<file path="config.mk">
export PLATFORM = sky130hd
export DESIGN_NAME = mc_ctl_flat
export DESIGN_NICKNAME = d
export VERILOG_FILES = /design/src/rtl/mc_ctl_pkg.sv /design/src/rtl/mc_ctl_if.sv /design/src/rtl/mc_ctl_decode.sv /design/src/rtl/mc_ctl.sv /design/src/flat_wrapper.sv
export SDC_FILE = /design/constraint.sdc
export NUM_CORES = 1
export LEC_CHECK = 0
export ABC_AREA = 1
export CORE_ASPECT_RATIO = 1.75
export CORE_UTILIZATION = 34
export DETAILED_ROUTE_END_ITERATION = 16
export MAX_ROUTING_LAYER = met4
export PLACE_DENSITY = 0.81
export SYNTH_ARGS = -nofsm -noshare
export SYNTH_HDL_FRONTEND = slang
export SYNTH_SLANG_ARGS = --single-unit
</file>
<file path="constraint.sdc">
create_clock -name clk -period 1.75 [get_ports clk]
set_input_delay 0.35 -clock clk [delete_from_list [all_inputs] [get_ports clk]]
set_output_delay 0.35 -clock clk [all_outputs]
set_load 0.02 [all_outputs]
</file>
<file path="src/rtl/mc_ctl_pkg.sv">
// mc_ctl_pkg: shared types and encodings for the multi-cycle MIPS controller.
// Contents: FSM state enum, instruction classes, opcode/funct values,
// 5-bit ALU operation codes, pc_src / RegDst / MemToReg / excp_cause encodings.
package mc_ctl_pkg;

   typedef enum logic [2:0] {
      S_FETCH,
      S_DECODE,
      S_EXEC,
      S_MEM,
      S_WB,
      S_EXCP
   } state_e;

   typedef enum logic [3:0] {
      CLS_R,
      CLS_I,
      CLS_LW,
      CLS_SW,
      CLS_BEQ,
      CLS_BNE,
      CLS_J,
      CLS_JAL,
      CLS_JR
   } cls_e;

   localparam logic [5:0] OP_RTYPE = 6'b000000;
   localparam logic [5:0] OP_J     = 6'b000010;
   localparam logic [5:0] OP_JAL   = 6'b000011;
   localparam logic [5:0] OP_BEQ   = 6'b000100;
   localparam logic [5:0] OP_BNE   = 6'b000101;
   localparam logic [5:0] OP_ADDI  = 6'b001000;
   localparam logic [5:0] OP_ANDI  = 6'b001100;
   localparam logic [5:0] OP_ORI   = 6'b001101;
   localparam logic [5:0] OP_XORI  = 6'b001110;
   localparam logic [5:0] OP_LW    = 6'b100011;
   localparam logic [5:0] OP_SW    = 6'b101011;

   localparam logic [5:0] FN_SLL = 6'b000000;
   localparam logic [5:0] FN_SRL = 6'b000010;
   localparam logic [5:0] FN_SRA = 6'b000011;
   localparam logic [5:0] FN_JR  = 6'b001000;
   localparam logic [5:0] FN_ADD = 6'b100000;
   localparam logic [5:0] FN_SUB = 6'b100010;
   localparam logic [5:0] FN_AND = 6'b100100;
   localparam logic [5:0] FN_OR  = 6'b100101;
   localparam logic [5:0] FN_XOR = 6'b100110;
   localparam logic [5:0] FN_NOR = 6'b100111;
   localparam logic [5:0] FN_SLT = 6'b101010;

   localparam int ALU_CODE_W = 5;
   localparam logic [4:0] ALU_ADD = 5'b00000;
   localparam logic [4:0] ALU_SUB = 5'b00001;
   localparam logic [4:0] ALU_AND = 5'b11000;
   localparam logic [4:0] ALU_OR  = 5'b11110;
   localparam logic [4:0] ALU_XOR = 5'b10110;
   localparam logic [4:0] ALU_NOR = 5'b10001;
   localparam logic [4:0] ALU_SLT = 5'b00111;
   localparam logic [4:0] ALU_SLL = 5'b01000;
   localparam logic [4:0] ALU_SRL = 5'b01001;
   localparam logic [4:0] ALU_SRA = 5'b01011;
   localparam logic [4:0] ALU_CMP = 5'b00101;

   localparam logic [2:0] PC_SEQ    = 3'b000;
   localparam logic [2:0] PC_BRANCH = 3'b001;
   localparam logic [2:0] PC_JUMP   = 3'b010;
   localparam logic [2:0] PC_RS     = 3'b011;
   localparam logic [2:0] PC_EXCP   = 3'b100;

   localparam logic [1:0] RD_RD = 2'b00;
   localparam logic [1:0] RD_RT = 2'b01;
   localparam logic [1:0] RD_RA = 2'b10;

   localparam logic [1:0] M2R_ALU = 2'b00;
   localparam logic [1:0] M2R_MDR = 2'b01;
   localparam logic [1:0] M2R_PC  = 2'b10;

   localparam logic [1:0] CAUSE_NONE    = 2'b00;
   localparam logic [1:0] CAUSE_ILLEGAL = 2'b01;
   localparam logic [1:0] CAUSE_TIMEOUT = 2'b10;

endpackage

</file>
<file path="src/rtl/mc_ctl_if.sv">
// mc_ctl_if: shared memory port between the controller and memory.
// mem_req/mem_we/mem_iord driven by the controller (master),
// mem_ready driven by memory (slave) to complete the current request.
interface mc_ctl_if;
   logic mem_req;
   logic mem_we;
   logic mem_iord;
   logic mem_ready;

   modport master (output mem_req, output mem_we, output mem_iord, input mem_ready);
   modport slave  (input mem_req, input mem_we, input mem_iord, output mem_ready);
endinterface

</file>
<file path="src/rtl/mc_ctl_decode.sv">
// mc_ctl_decode: combinational instruction decode.
// Inputs : opCode, funct (from IR)
// Outputs: legal (instruction supported), cls (instruction class),
//          alu_code (5-bit ALU op for EXEC), alu_src (immediate/shamt operand)
module mc_ctl_decode
   import mc_ctl_pkg::*;
(
   input  logic [5:0]            opCode,
   input  logic [5:0]            funct,
   output logic                  legal,
   output cls_e                  cls,
   output logic [ALU_CODE_W-1:0] alu_code,
   output logic                  alu_src
);

   always_comb begin
      legal    = 1'b1;
      cls      = CLS_R;
      alu_code = ALU_ADD;
      alu_src  = 1'b0;
      case (opCode)
         OP_RTYPE: begin
            case (funct)
               FN_ADD: alu_code = ALU_ADD;
               FN_SUB: alu_code = ALU_SUB;
               FN_AND: alu_code = ALU_AND;
               FN_OR:  alu_code = ALU_OR;
               FN_XOR: alu_code = ALU_XOR;
               FN_NOR: alu_code = ALU_NOR;
               FN_SLT: alu_code = ALU_SLT;
               FN_SLL: begin alu_code = ALU_SLL; alu_src = 1'b1; end
               FN_SRL: begin alu_code = ALU_SRL; alu_src = 1'b1; end
               FN_SRA: begin alu_code = ALU_SRA; alu_src = 1'b1; end
               FN_JR:  cls = CLS_JR;
               default: legal = 1'b0;
            endcase
         end
         OP_ADDI: begin cls = CLS_I;   alu_src = 1'b1; end
         OP_ANDI: begin cls = CLS_I;   alu_src = 1'b1; alu_code = ALU_AND; end
         OP_ORI:  begin cls = CLS_I;   alu_src = 1'b1; alu_code = ALU_OR;  end
         OP_XORI: begin cls = CLS_I;   alu_src = 1'b1; alu_code = ALU_XOR; end
         OP_LW:   begin cls = CLS_LW;  alu_src = 1'b1; end
         OP_SW:   begin cls = CLS_SW;  alu_src = 1'b1; end
         OP_BEQ:  begin cls = CLS_BEQ; alu_code = ALU_CMP; end
         OP_BNE:  begin cls = CLS_BNE; alu_code = ALU_CMP; end
         OP_J:    cls = CLS_J;
         OP_JAL:  cls = CLS_JAL;
         default: legal = 1'b0;
      endcase
   end

endmodule

</file>
<file path="src/rtl/mc_ctl.sv">
// mc_ctl: multi-cycle MIPS control FSM with memory timeout and exceptions.
// Ports:
//   clk, reset           - clock; synchronous active-high reset
//   opCode, funct, zero  - IR fields and ALU zero flag
//   mem (mc_ctl_if)      - memory req/we/iord out, ready in
//   ir_write, mdr_write, pc_write, pc_src      - PC/IR/MDR enables
//   RegDst, ALUSrc, RegWrite, MemToReg, ALUOp  - datapath controls
//   excp, excp_cause, epc_write, retire        - exception / retire status
//   perf_cycles, perf_instrs                   - performance counters
// Optional feature macro: MCCTL_PERF_EN enables the performance counters;
// otherwise both counter ports are tied to zero.
//
// state    | meaning
// ---------+--------------------------------------------------
// S_FETCH  | instruction read; IR and PC+4 loaded on mem_ready
// S_DECODE | legality check; jumps complete here
// S_EXEC   | ALU operation; branches complete here
// S_MEM    | data access for lw/sw
// S_WB     | register-file write-back
// S_EXCP   | one-cycle exception vectoring, EPC capture
module mc_ctl
   import mc_ctl_pkg::*;
#(
   parameter int ALUOP_W        = 5,
   parameter int TIMEOUT_CYCLES = 16,
   parameter int PERF_W         = 32
)(
   input  logic               clk,
   input  logic               reset,
   input  logic [5:0]         opCode,
   input  logic [5:0]         funct,
   input  logic               zero,
   mc_ctl_if.master           mem,
   output logic               ir_write,
   output logic               mdr_write,
   output logic               pc_write,
   output logic [2:0]         pc_src,
   output logic [1:0]         RegDst,
   output logic               ALUSrc,
   output logic               RegWrite,
   output logic [1:0]         MemToReg,
   output logic [ALUOP_W-1:0] ALUOp,
   output logic               excp,
   output logic [1:0]         excp_cause,
   output logic               epc_write,
   output logic               retire,
   output logic [PERF_W-1:0]  perf_cycles,
   output logic [PERF_W-1:0]  perf_instrs
);

   // wait_cnt holds the number of unanswered cycles so far; the request
   // times out on the cycle that would make it TIMEOUT_CYCLES.
   localparam int CNT_W = (TIMEOUT_CYCLES > 1) ? $clog2(TIMEOUT_CYCLES) : 1;
   localparam logic [CNT_W-1:0] TO_LAST = CNT_W'((TIMEOUT_CYCLES > 0) ? TIMEOUT_CYCLES - 1 : 0);

   state_e                  state, state_next;
   logic [CNT_W-1:0]        wait_cnt;
   logic [1:0]              cause_q, cause_next;
   logic                    dec_legal, dec_alu_src;
   cls_e                    dec_cls;
   logic [ALU_CODE_W-1:0]   dec_alu_code, aluop_c;
   logic                    req_c, we_c, iord_c, timeout_hit, mem_wait;

   mc_ctl_decode u_decode (
      .opCode   (opCode),
      .funct    (funct),
      .legal    (dec_legal),
      .cls      (dec_cls),
      .alu_code (dec_alu_code),
      .alu_src  (dec_alu_src)
   );

   assign timeout_hit = (TIMEOUT_CYCLES != 0) && (wait_cnt == TO_LAST);
   assign mem_wait    = ((state == S_FETCH) || (state == S_MEM)) && !mem.mem_ready;

   always_ff @(posedge clk) begin
      if (reset) begin
         state    <= S_FETCH;
         wait_cnt <= '0;
         cause_q  <= CAUSE_NONE;
      end else begin
         state   <= state_next;
         cause_q <= cause_next;
         if (state_next != state)
            wait_cnt <= '0;
         else if (mem_wait)
            wait_cnt <= wait_cnt + CNT_W'(1);
      end
   end

   always_comb begin
      state_next = state;
      cause_next = cause_q;
      req_c      = 1'b0;
      we_c       = 1'b0;
      iord_c     = 1'b0;
      ir_write   = 1'b0;
      mdr_write  = 1'b0;
      pc_write   = 1'b0;
      pc_src     = PC_SEQ;
      RegDst     = RD_RD;
      ALUSrc     = 1'b0;
      RegWrite   = 1'b0;
      MemToReg   = M2R_ALU;
      aluop_c    = ALU_ADD;
      excp       = 1'b0;
      epc_write  = 1'b0;
      retire     = 1'b0;
      // Outputs stay quiet through the reset cycle regardless of state.
      if (reset) begin
         state_next = S_FETCH;
      end else begin
         case (state)
            S_FETCH: begin
               req_c = 1'b1;
               if (mem.mem_ready) begin
                  ir_write   = 1'b1;
                  pc_write   = 1'b1;
                  state_next = S_DECODE;
               end else if (timeout_hit) begin
                  cause_next = CAUSE_TIMEOUT;
                  state_next = S_EXCP;
               end
            end
            S_DECODE: begin
               if (!dec_legal) begin
                  cause_next = CAUSE_ILLEGAL;
                  state_next = S_EXCP;
               end else begin
                  case (dec_cls)
                     CLS_J, CLS_JR: begin
                        pc_write   = 1'b1;
                        pc_src     = (dec_cls == CLS_JR) ? PC_RS : PC_JUMP;
                        retire     = 1'b1;
                        state_next = S_FETCH;
                     end
                     CLS_JAL: begin
                        pc_write   = 1'b1;
                        pc_src     = PC_JUMP;
                        RegWrite   = 1'b1;
                        RegDst     = RD_RA;
                        MemToReg   = M2R_PC;
                        retire     = 1'b1;
                        state_next = S_FETCH;
                     end
                     default: state_next = S_EXEC;
                  endcase
               end
            end
            S_EXEC: begin
               ALUSrc  = dec_alu_src;
               aluop_c = dec_alu_code;
               case (dec_cls)
                  CLS_BEQ, CLS_BNE: begin
                     pc_write   = (dec_cls == CLS_BEQ) ? zero : !zero;
                     pc_src     = PC_BRANCH;
                     retire     = 1'b1;
                     state_next = S_FETCH;
                  end
                  CLS_LW, CLS_SW: state_next = S_MEM;
                  default:        state_next = S_WB;
               endcase
            end
            S_MEM: begin
               req_c  = 1'b1;
               iord_c = 1'b1;
               we_c   = (dec_cls == CLS_SW);
               if (mem.mem_ready) begin
                  if (dec_cls == CLS_LW) begin
                     mdr_write  = 1'b1;
                     state_next = S_WB;
                  end else begin
                     retire     = 1'b1;
                     state_next = S_FETCH;
                  end
               end else if (timeout_hit) begin
                  cause_next = CAUSE_TIMEOUT;
                  state_next = S_EXCP;
               end
            end
            S_WB: begin
               RegWrite   = 1'b1;
               RegDst     = ((dec_cls == CLS_I) || (dec_cls == CLS_LW)) ? RD_RT : RD_RD;
               MemToReg   = (dec_cls == CLS_LW) ? M2R_MDR : M2R_ALU;
               retire     = 1'b1;
               state_next = S_FETCH;
            end
            S_EXCP: begin
               excp       = 1'b1;
               epc_write  = 1'b1;
               pc_write   = 1'b1;
               pc_src     = PC_EXCP;
               state_next = S_FETCH;
            end
            default: state_next = S_FETCH;
         endcase
      end
   end

   assign mem.mem_req  = req_c;
   assign mem.mem_we   = we_c;
   assign mem.mem_iord = iord_c;
   assign ALUOp        = ALUOP_W'(aluop_c);
   assign excp_cause   = reset ? CAUSE_NONE : cause_q;

`ifdef MCCTL_PERF_EN
   logic [PERF_W-1:0] cyc_q, ins_q;

   always_ff @(posedge clk) begin
      if (reset) begin
         cyc_q <= '0;
         ins_q <= '0;
      end else begin
         cyc_q <= cyc_q + PERF_W'(1);
         if (retire)
            ins_q <= ins_q + PERF_W'(1);
      end
   end

   assign perf_cycles = reset ? '0 : cyc_q;
   assign perf_instrs = reset ? '0 : ins_q;
`else
   assign perf_cycles = '0;
   assign perf_instrs = '0;
`endif

endmodule

</file>
<file path="src/flat_wrapper.sv">
// flat-port wrapper written by rule: the top's interface ports become plain ports
module mc_ctl_flat import mc_ctl_pkg::*;
#(
   parameter int ALUOP_W        = 5,
   parameter int TIMEOUT_CYCLES = 16,
   parameter int PERF_W         = 32
)
  (clk, reset, opCode, funct, zero, ir_write, mdr_write, pc_write, pc_src, RegDst, ALUSrc, RegWrite, MemToReg, ALUOp, excp, excp_cause, epc_write, retire, perf_cycles, perf_instrs, mem_mem_req, mem_mem_we, mem_mem_iord, mem_mem_ready);
  mc_ctl_if mem_i ();
  input  logic clk;
  input  logic reset;
  input  logic [5:0] opCode;
  input  logic [5:0] funct;
  input  logic zero;
  output logic ir_write;
  output logic mdr_write;
  output logic pc_write;
  output logic [2:0] pc_src;
  output logic [1:0] RegDst;
  output logic ALUSrc;
  output logic RegWrite;
  output logic [1:0] MemToReg;
  output logic [ALUOP_W-1:0] ALUOp;
  output logic excp;
  output logic [1:0] excp_cause;
  output logic epc_write;
  output logic retire;
  output logic [PERF_W-1:0] perf_cycles;
  output logic [PERF_W-1:0] perf_instrs;
  output wire logic [$bits(mem_i.mem_req)-1:0] mem_mem_req;
  output wire logic [$bits(mem_i.mem_we)-1:0] mem_mem_we;
  output wire logic [$bits(mem_i.mem_iord)-1:0] mem_mem_iord;
  input wire logic [$bits(mem_i.mem_ready)-1:0] mem_mem_ready;
  assign mem_mem_req = mem_i.mem_req;
  assign mem_mem_we = mem_i.mem_we;
  assign mem_mem_iord = mem_i.mem_iord;
  assign mem_i.mem_ready = mem_mem_ready;
  mc_ctl #(.ALUOP_W(ALUOP_W), .TIMEOUT_CYCLES(TIMEOUT_CYCLES), .PERF_W(PERF_W)) u_core (.clk(clk), .reset(reset), .opCode(opCode), .funct(funct), .zero(zero), .mem(mem_i), .ir_write(ir_write), .mdr_write(mdr_write), .pc_write(pc_write), .pc_src(pc_src), .RegDst(RegDst), .ALUSrc(ALUSrc), .RegWrite(RegWrite), .MemToReg(MemToReg), .ALUOp(ALUOp), .excp(excp), .excp_cause(excp_cause), .epc_write(epc_write), .retire(retire), .perf_cycles(perf_cycles), .perf_instrs(perf_instrs));
endmodule
</file>
### Yosys cells after proc, flatten, opt, wreduce, memory -nomap -nowiden

Index checks and enable logic that the tools add are counted.

| storage, ports and cells | value |
|---|---|
| flip-flop bits (word level) | 9 |
| latch bits | 0 |
| memory bits (writable) | 0 |
| bits of input ports | 16 |
| logic and storage cells | 134 |
| bits in read-only memories | 0 |
| memories | 0 |
| output and inout port bits | 89 |

| operators by class | value |
|---|---|
| multipliers | 0 |
| magnitude comparators | 0 |
| div/mod/pow operators | 0 |
| equal/unequal tests | 38 |
| shift operators | 0 |
| add/subtract/negate cells | 1 |
| bitwise logic cells | 0 |
| reductions and logical operators | 22 |
| muxes and demuxes | 70 |

Operator list:

| kind | count |
|---|---|
| == test 6 bit (second input constant) | 9 |
| case mux 5 bit (9 select lines) | 1 |
| two-way mux 1 bit | 35 |
| case mux 4 bit (8 select lines) | 1 |
| == test 6 x 4 -> 1 bit (second input constant) | 5 |
| case mux 5 bit (5 select lines) | 1 |
| == test 6 x 2 -> 1 bit (second input constant) | 4 |
| two-way mux 3 bit | 8 |
| two-way mux 2 bit | 9 |
| == test 4 x 3 -> 1 bit (second input constant) | 4 |
| == test 6 x 3 -> 1 bit (second input constant) | 2 |
| logical NOT 6 bit | 2 |
| case mux 2 bit (2 select lines) | 3 |
| case mux 3 bit (2 select lines) | 2 |
| case mux 3 bit (4 select lines) | 1 |
| OR reduction 2 bit | 6 |
| OR reduction 11 bit | 1 |
| two-way mux 5 bit | 2 |
| OR reduction 10 bit | 1 |
| case mux 3 bit (3 select lines) | 1 |
| == test 4 x 2 -> 1 bit (second input constant) | 2 |
| == test 4 bit (second input constant) | 2 |
| case mux 1 bit (4 select lines) | 2 |
| == test 3 x 2 -> 1 bit (second input constant) | 2 |
| other kinds (18) | 25 |

### Longest topological paths before layout

Gate-level depths: netlist of the first run.

| logic depth | value |
|---|---|
| depth in word-level cells | 11 |
| mapped depth | 15 |
| gate-level depth less buffers | 15 |

### Modules after synthesis

A second synthesis of the first run with hierarchy kept.

| second synthesis, totals | value |
|---|---|
| cell total of the unflattened synthesis | 307 |
| area, all modules | 1,780.5 sq um |

Modules (own cells, without submodules):

| module | cells an instance | area an instance (sq um) | instances | sequential area each (sq um) |
|---|---|---|---|---|
| mc_ctl | 213 | 1,325.0 | 1 | 180.2 |
| mc_ctl_decode | 94 | 455.4 | 1 | 0.0 |

### Worst setup path after synthesis of the first run

OpenSTA, ideal clock, no wires.

| path | value |
|---|---|
| kind | input to output |
| from | input funct[3] |
| to | output RegDst[1] |
| required time | 1.400 ns |
| buffers on the path | 1 |
| arrival time | 2.074 ns |
| slack | -0.674 ns |
| stages on the path | 12 |
| cells stage by stage | inv_1 -> nand2_1 -> nor2_1 -> nand2_1 -> nand2_1 -> inv_1 -> nand3_1 -> nand2_1 -> nand2_1 -> nand2_1 -> nor4_1 -> buf_4 |

| on the way | value |
|---|---|
| longest elaborated chain between the ends | 8 |
| elaborated cells between the ends (all ways) | 21 |
| classes of those cells | eq/ne (11); mux (8); reduce/logical (2) |

RTL lines:

| item | RTL line | text |
|---|---|---|
| from (decl) | flat_wrapper.sv:13 | `input logic [5:0] funct;` |
| == test 6 x 4 -> 1 bit | mc_ctl_decode.sv:23 | `case (funct)` |
| two-way mux 4 bit | mc_ctl_decode.sv:23 |  |
| case mux 4 bit (8 select lines) | mc_ctl_decode.sv:21 | `case (opCode)` |
| == test 4 x 3 -> 1 bit | mc_ctl.sv:130 | `case (dec_cls)` |
| two-way mux 2 bit | mc_ctl.sv:130 |  |
| two-way mux 2 bit (*) | mc_ctl.sv:126 | `if (!dec_legal) begin` |
| case mux 2 bit (2 select lines) (*) | mc_ctl.sv:113 | `case (state)` |
| two-way mux 2 bit (*) | mc_ctl.sv:110 | `if (reset) begin` |
| to (decl) | flat_wrapper.sv:19 | `output logic [1:0] RegDst;` |

Mark *: on every way between the ends. The rest lies on a longest branch, timed or not.

### Final worst setup path of the first run

| path | value |
|---|---|
| from | input opCode[5] |
| to | output RegDst[1] |

| on the way | value |
|---|---|
| longest elaborated chain between the ends | 8 |
| elaborated cells between the ends (all ways) | 20 |
| classes of those cells | eq/ne (11); mux (6); reduce/logical (3) |

RTL lines:

| item | RTL line | text |
|---|---|---|
| from (decl) | flat_wrapper.sv:12 | `input logic [5:0] opCode;` |
| == test 6 x 4 -> 1 bit | mc_ctl_decode.sv:21 |  |
| OR reduction 4 bit (no source line) | -- |  |
| case mux 4 bit (8 select lines) | mc_ctl_decode.sv:21 |  |
| == test 4 x 3 -> 1 bit | mc_ctl.sv:130 |  |
| two-way mux 2 bit | mc_ctl.sv:130 |  |
| two-way mux 2 bit (*) | mc_ctl.sv:126 |  |
| case mux 2 bit (2 select lines) (*) | mc_ctl.sv:113 |  |
| two-way mux 2 bit (*) | mc_ctl.sv:110 |  |

Marks and branches as above.

==> flow_summary.yaml, run 1 <==
timing:
  finalCritPeriodShare_pct: 116
  finClkSkew_ps: 0.456
  max_freq_ghz: 0.494
  rsz0062_at_grt: "true"
  min_period_ps: 2020
  fin_ws_ps: -274
  setup_viol_count_final: 16
  fin_hold_ws_ps: 464
  finalHoldViolations: 0
  slew_violations: 0
critical_path:
  critPathMaxStageDelay_ps: 240
  crit_chain: "buf_8 -> nor2_4 -> inv_2 -> nor2_2 -> nand3b_1 -> nand3_2 -> nor2_4 -> nand2_2 -> nand2_2 -> nor4_4 -> buf_4"
  worstSetupPathDepth: 11
  path_delay_family: "simple AND/OR/NAND/NOR gates"
  r2r_slack_ps: 80
  cp.buffers_inverters: 3
  rr_worst_depth: 11
  path_class: "in2out"
  endpoint_kind: "output pin"
  arrival_ps: 1670
  slowest_stage: "nor4_4"
  critical_path_required_ps: 1400
  start_kind: "input pin"
  cp_max_fo: 3
synthesis:
  synth_edf_count: 0
  ys_seq_area_share_pct: 11.0
  yosysWarnings: 0
  synthDistinctLibCells: 32
  yosys_register_bits: 9
  synth_area_per_cell_um2: 6.00
  syn_area_um2: 1630
  yosys_most_used_dff: "dfxtp_1"
  synthArstFlopShare_pct: 0
  syn-instance-count: 272
global_route:
  grt.overflow.total: 0
  grt_pass1_vias: 1943
  grt_pass1_wl_um: 8040
  antenna_found_initial: 0
  grt_max_degree: 12
  grt_usage_pct: 21.4
clock_network:
  clk_pin_slew_ps: 40
  cts.htree.levels: 1
  root_buffer: "clkbuf_8"
  cts_made_buffers: 3
  clock_latency_ps: 230
  numClockSinks: 9
  clk_path_buf_depth: 2
  cts_tree: "built"
finish:
  diodes: 0
  final_cells: 442
  post-route-cell-area_um2: 2920
  drive_above_1_share_pct: 54.9
  area_delta_synth_final_pct: 78.9
  nets: 408
min_path:
  hold_class: "reg2reg"
  hold-path-cell-count: 2
pwr:
  totalPowerFinal_mw: 1.15
  ir_worst_vdd_v: 0.000469
  cellPowerDensity_nw_per_um2: 392
  leakage_nw: 1.47
detailed_routing:
  drt_pass1_iterations: 4
  dr_total_vias: 2107
  first_iter_violations: 51
  drc: 0
  wl_per_cell_um: 13.3
  viasPerCell: 4.77
  drt_wl_total_um: 5870
  ant_nets: 0
die:
  io_pins: 105
  start_util_pct: 35.0
  fp.coreArea_um2: 4670
  die_area_um2: 5090
  fp.dieW_um: 54.4
  die_y_um: 93.7
  rows: 33
placement:
  place_area_um2: 2290
  place_congestion: 0.966
  io_buffers: 40
  placedCellCount: 413
  place_ws_ps: -1120
  dp_hpwl_um: 3580
run_status:
  run_status: "finished with violations"
  violations: "negative setup slack"
flow_run:
  max_cap_violations: 0
[repair_timing]
action | 4_1_cts | 5_1_grt
setup endpoints to repair | 34 | 31
setup buffers | 18 | 13
hold buffers | 0 | 0
pin swaps | 29 | 39
gates resized for setup | 235 | 85
[placed cells by master, fill, tap and decap left out, drive strengths merged]
master	count
o22ai	1
o21a	1
nand3b	2
xor2	3
nand3	20
nand2	36
dfxtp	9
o211ai	1
xnor2	1
mux2i	1
clkbuf	5
conb	64
inv	41
buf	116
nand4	10
nor2	43
a31oi	3
a211oi	1
o31ai	2
clkdlybuf4s50	1
clkdlybuf4s15	1
a21oi	10
o21ai	4
ha	1
dlygate4sd2	1
nor4	5
nor3	7
[flip-flops by register name, indices dropped and copies added (netlist names)]
signal,count
u_core.cause_q,2
u_core.wait_cnt,4
u_core.state,3
[synth_stat cells (all sizes together), types with 4 or more instances]
cell | count | area (um2)
nand3 | 20 | 125
buf | 67 | 500
nor4 | 5 | 31.3
nor2 | 43 | 176
a21oi | 10 | 50.1
nor3 | 7 | 40.0
inv | 41 | 154
o21ai | 4 | 20.0
nand2 | 36 | 140
nand4 | 10 | 68.8
dfxtp | 9 | 180
[logic make-up after synthesis]
kind of cell    share of synthesized area, %
simple gates                            36.6
buf+inv                                 40.5
compound gates                          8.12
flops                                   11.0
xor+xnor                                2.15
fa+ha+maj                              0.766
other cells                            0.230
mux                                    0.613
[stage by stage]
stage          util (%)  setup TNS, ps
2_1_floorplan         -           -546
3_3_place_gp       49.1         -24520
3_5_place_dp       49.1         -24750
4_1_cts            56.5          -2080
5_1_grt            62.6          -4000
6_report           62.6          -2390
[power by group]
group / internal, mW / switching, mW
combinational: 0.259 / 0.410
clock: 0.159 / 0.0800
sequential: 0.221 / 0.0164
total: 0.639 / 0.507
[path summary, 6_finish.rpt]
path / from / to
setup / recovery: opCode[5] / RegDst[1]
hold reg to reg: u_core.cause_q[0] / u_core.cause_q[0]
hold / removal: u_core.cause_q[0] / u_core.cause_q[0]
setup reg to reg: u_core.state[0] / u_core.wait_cnt[2]
[metal layers]
layer,share of wire [%],wire length (um),track usage (%)
met1,32,1870,19.2
met2,56,3270,40.5
met3,5.5,325,1.29
met4,7.0,412,12.4
met5,0,0,-
[worst min-delay path: stages, from the launching register on]
cell and delay [ps]:
dfxtp_1 310, nand2_1 60, a21oi_1 50
[area by class of cell]
type                       instances  area [um2]
clock buffer                       4        45.0
tap                               52        65.1
inverter                          41         166
sequential                         9         191
fill                             380        1750
timing repair buffer             120         985
multi-input combinational        216        1470
No activity file was read; power rests on OpenSTA's default activity.
==> run 2, diff against run 1 <==
--- a/config.mk
+++ b/config.mk
@@ -11,6 +11,7 @@
 export DETAILED_ROUTE_END_ITERATION = 16
 export MAX_ROUTING_LAYER = met4
 export PLACE_DENSITY = 0.81
+export SETUP_SLACK_MARGIN = 0.02
 export SYNTH_ARGS = -nofsm -noshare
 export SYNTH_HDL_FRONTEND = slang
 export SYNTH_SLANG_ARGS = --single-unit
==> run 2 against run 1 <==
  * The flow still finishes with violations (negative setup slack)
  * Combinational power increased by 3.6%
  * Design area increased by 2.0%
  * Sequential power about the same
  * Power increased by 2.5%
  * Worst hold slack improved by 33 ps
  * Flip-flop and latch count unchanged
==> flow_summary.yaml, run 2 (synthesis gave the netlist of run 1 again) <==
run_status:
  run_status: "finished with violations"
  violations: "negative setup slack"
global_route:
  use_met3_pct: 1.29
  grt_usage_pct: 21.3
  grt_max_degree: 12
  grt_pass1_vias: 1923
  met2_usage_pct: 40.3
  antenna_found_initial: 0
  grt-busiest-layer: "met2"
  gr-usage-met1_pct: 19.7
  grt.overflow.total: 0
  grt_pass1_wl_um: 8080
min_path:
  hold_class: "reg2reg"
  hp-start: "u_core.cause_q[0]"
  min_to: "u_core.cause_q[0]"
  hold-path-cell-count: 2
die:
  fp.dieW_um: 54.4
  die_y_um: 93.7
  die_area_um2: 5090
  fp.coreArea_um2: 4670
  io_pins: 105
  start_util_pct: 35.0
  rows: 33
finish:
  final_core_util_pct: 63.8
  seqCellArea_um2: 191
  nets: 409
  mostFrequentLayoutCells: "buf_4, conb_1, inv_1"
  area_delta_synth_final_pct: 82.4
  largest_reg_flops: 4
  drive_above_1_share_pct: 57.5
  post-route-cell-area_um2: 2980
  top_regs: "u_core.wait_cnt: 4 flops, u_core.state: 3 flops, u_core.cause_q: 2 flops"
  multi_input_area_um2: 1500
  diodes: 0
  regMostFlops: "u_core.wait_cnt"
  mostFrequentLayoutCell: "buf_4"
  final_cells: 443
  fillers: 369
critical_path:
  path_class: "in2out"
  arrival_ps: 1760
  rr_worst_depth: 12
  r2r_start: "u_core.state[1]"
  start_kind: "input pin"
  timing.rr.end: "u_core.wait_cnt[0]"
  r2r_slack_ps: 20
  critical_path_required_ps: 1400
  cp_max_fo: 3
  endpoint_kind: "output pin"
timing:
  slew_violations: 0
  finalCritPeriodShare_pct: 120
  finClkSkew_ps: 1.15
  setup_viol_count_final: 16
  fin_hold_ws_ps: 498
  rsz0062_at_grt: "true"
  min_period_ps: 2110
  finalHoldViolations: 0
  max_freq_ghz: 0.475
  fin_ws_ps: -357
  setup_tns_ps: -3270
clock_network:
  cts_made_buffers: 3
  holdBufCountCts: 0
  root_buffer: "clkbuf_8"
  cts.htree.levels: 1
  clk_path_buf_depth: 2
  clk_pin_slew_ps: 40
  numClockSinks: 9
  clock_latency_ps: 230
  cts_tree: "built"
placement:
  io_buffers: 40
  dp_hpwl_um: 3580
  placedCellCount: 413
  place_congestion: 0.966
  place_area_um2: 2290
detailed_routing:
  dr_total_vias: 2163
  wl_per_cell_um: 14.1
  drt_wl_total_um: 6260
  ant_nets: 0
  drt_pass1_iterations: 4
  first_iter_violations: 46
  viasPerCell: 4.88
  drc: 0
pwr:
  ir_worst_vdd_v: 0.000479
  cellPowerDensity_nw_per_um2: 394
  leakage_nw: 1.48
flow_run:
  max_cap_violations: 0
## run 2: repair_timing
item / 4_1_cts / 5_1_grt
gates resized for setup: 242 / 97
setup endpoints to repair: 34 / 29
setup buffers: 18 / 12
cloned: 0 / 0
pin swaps: 29 / 37
endpoints found under the hold margin: 0 / 0
## run 2: where the power goes
part	leakage [nW]	switching (mW)	internal, mW	total [mW]
registers	0.0755	0.0167	0.221	0.238
logic	1.39	0.424	0.269	0.694
clock network	0.0228	0.0839	0.159	0.243
## run 2: per-stage QoR
| step | setup slack [ps] | power (mW) |
|---|---|---|
| floorplan | -227 | 0.644 |
| global placement | -1100 | 0.739 |
| detailed placement | -1120 | 0.746 |
| CTS | -246 | 1.05 |
| global route | -518 | 1.24 |
| finish | -357 | 1.17 |
## run 2: worst max path at each step
stage | startpoint | end | slack (ps) | cells past startpoint
finish | opCode[5] | RegDst[1] | -360 | 11
global route | opCode[5] | MemToReg[1] | -520 | 11
CTS | opCode[4] | RegDst[1] | -250 | 10
detailed placement | funct[5] | RegDst[1] | -1120 | 12
global placement | funct[2] | MemToReg[1] | -1100 | 11
floorplan | opCode[5] | RegDst[1] | -230 | 10
## run 2: layer usage
metal / vias to the layer above / wire [um]
li1: 982 / -
met1: 975 / 1940
met2: 153 / 3390
met3: 53 / 404
met4: 0 / 525
met5: - / 0
## run 2: critical path, cell delays in order
cell and delay [ps]:
buf_8 100, nor2_4 150, inv_4 60, nor2_2 90
nand3b_1 180, nand3_2 170, nor2_4 60, nand2_2 70
nand2_2 80, nor4_4 250, buf_4 190
## run 2: area by class of cell
cell class / instances / area share [%]
multi-input combinational: 216 / 50.3
timing repair buffer: 121 / 33.9
sequential: 9 / 6.43
inverter: 41 / 5.67
tap: 52 / 2.18
clock buffer: 4 / 1.51
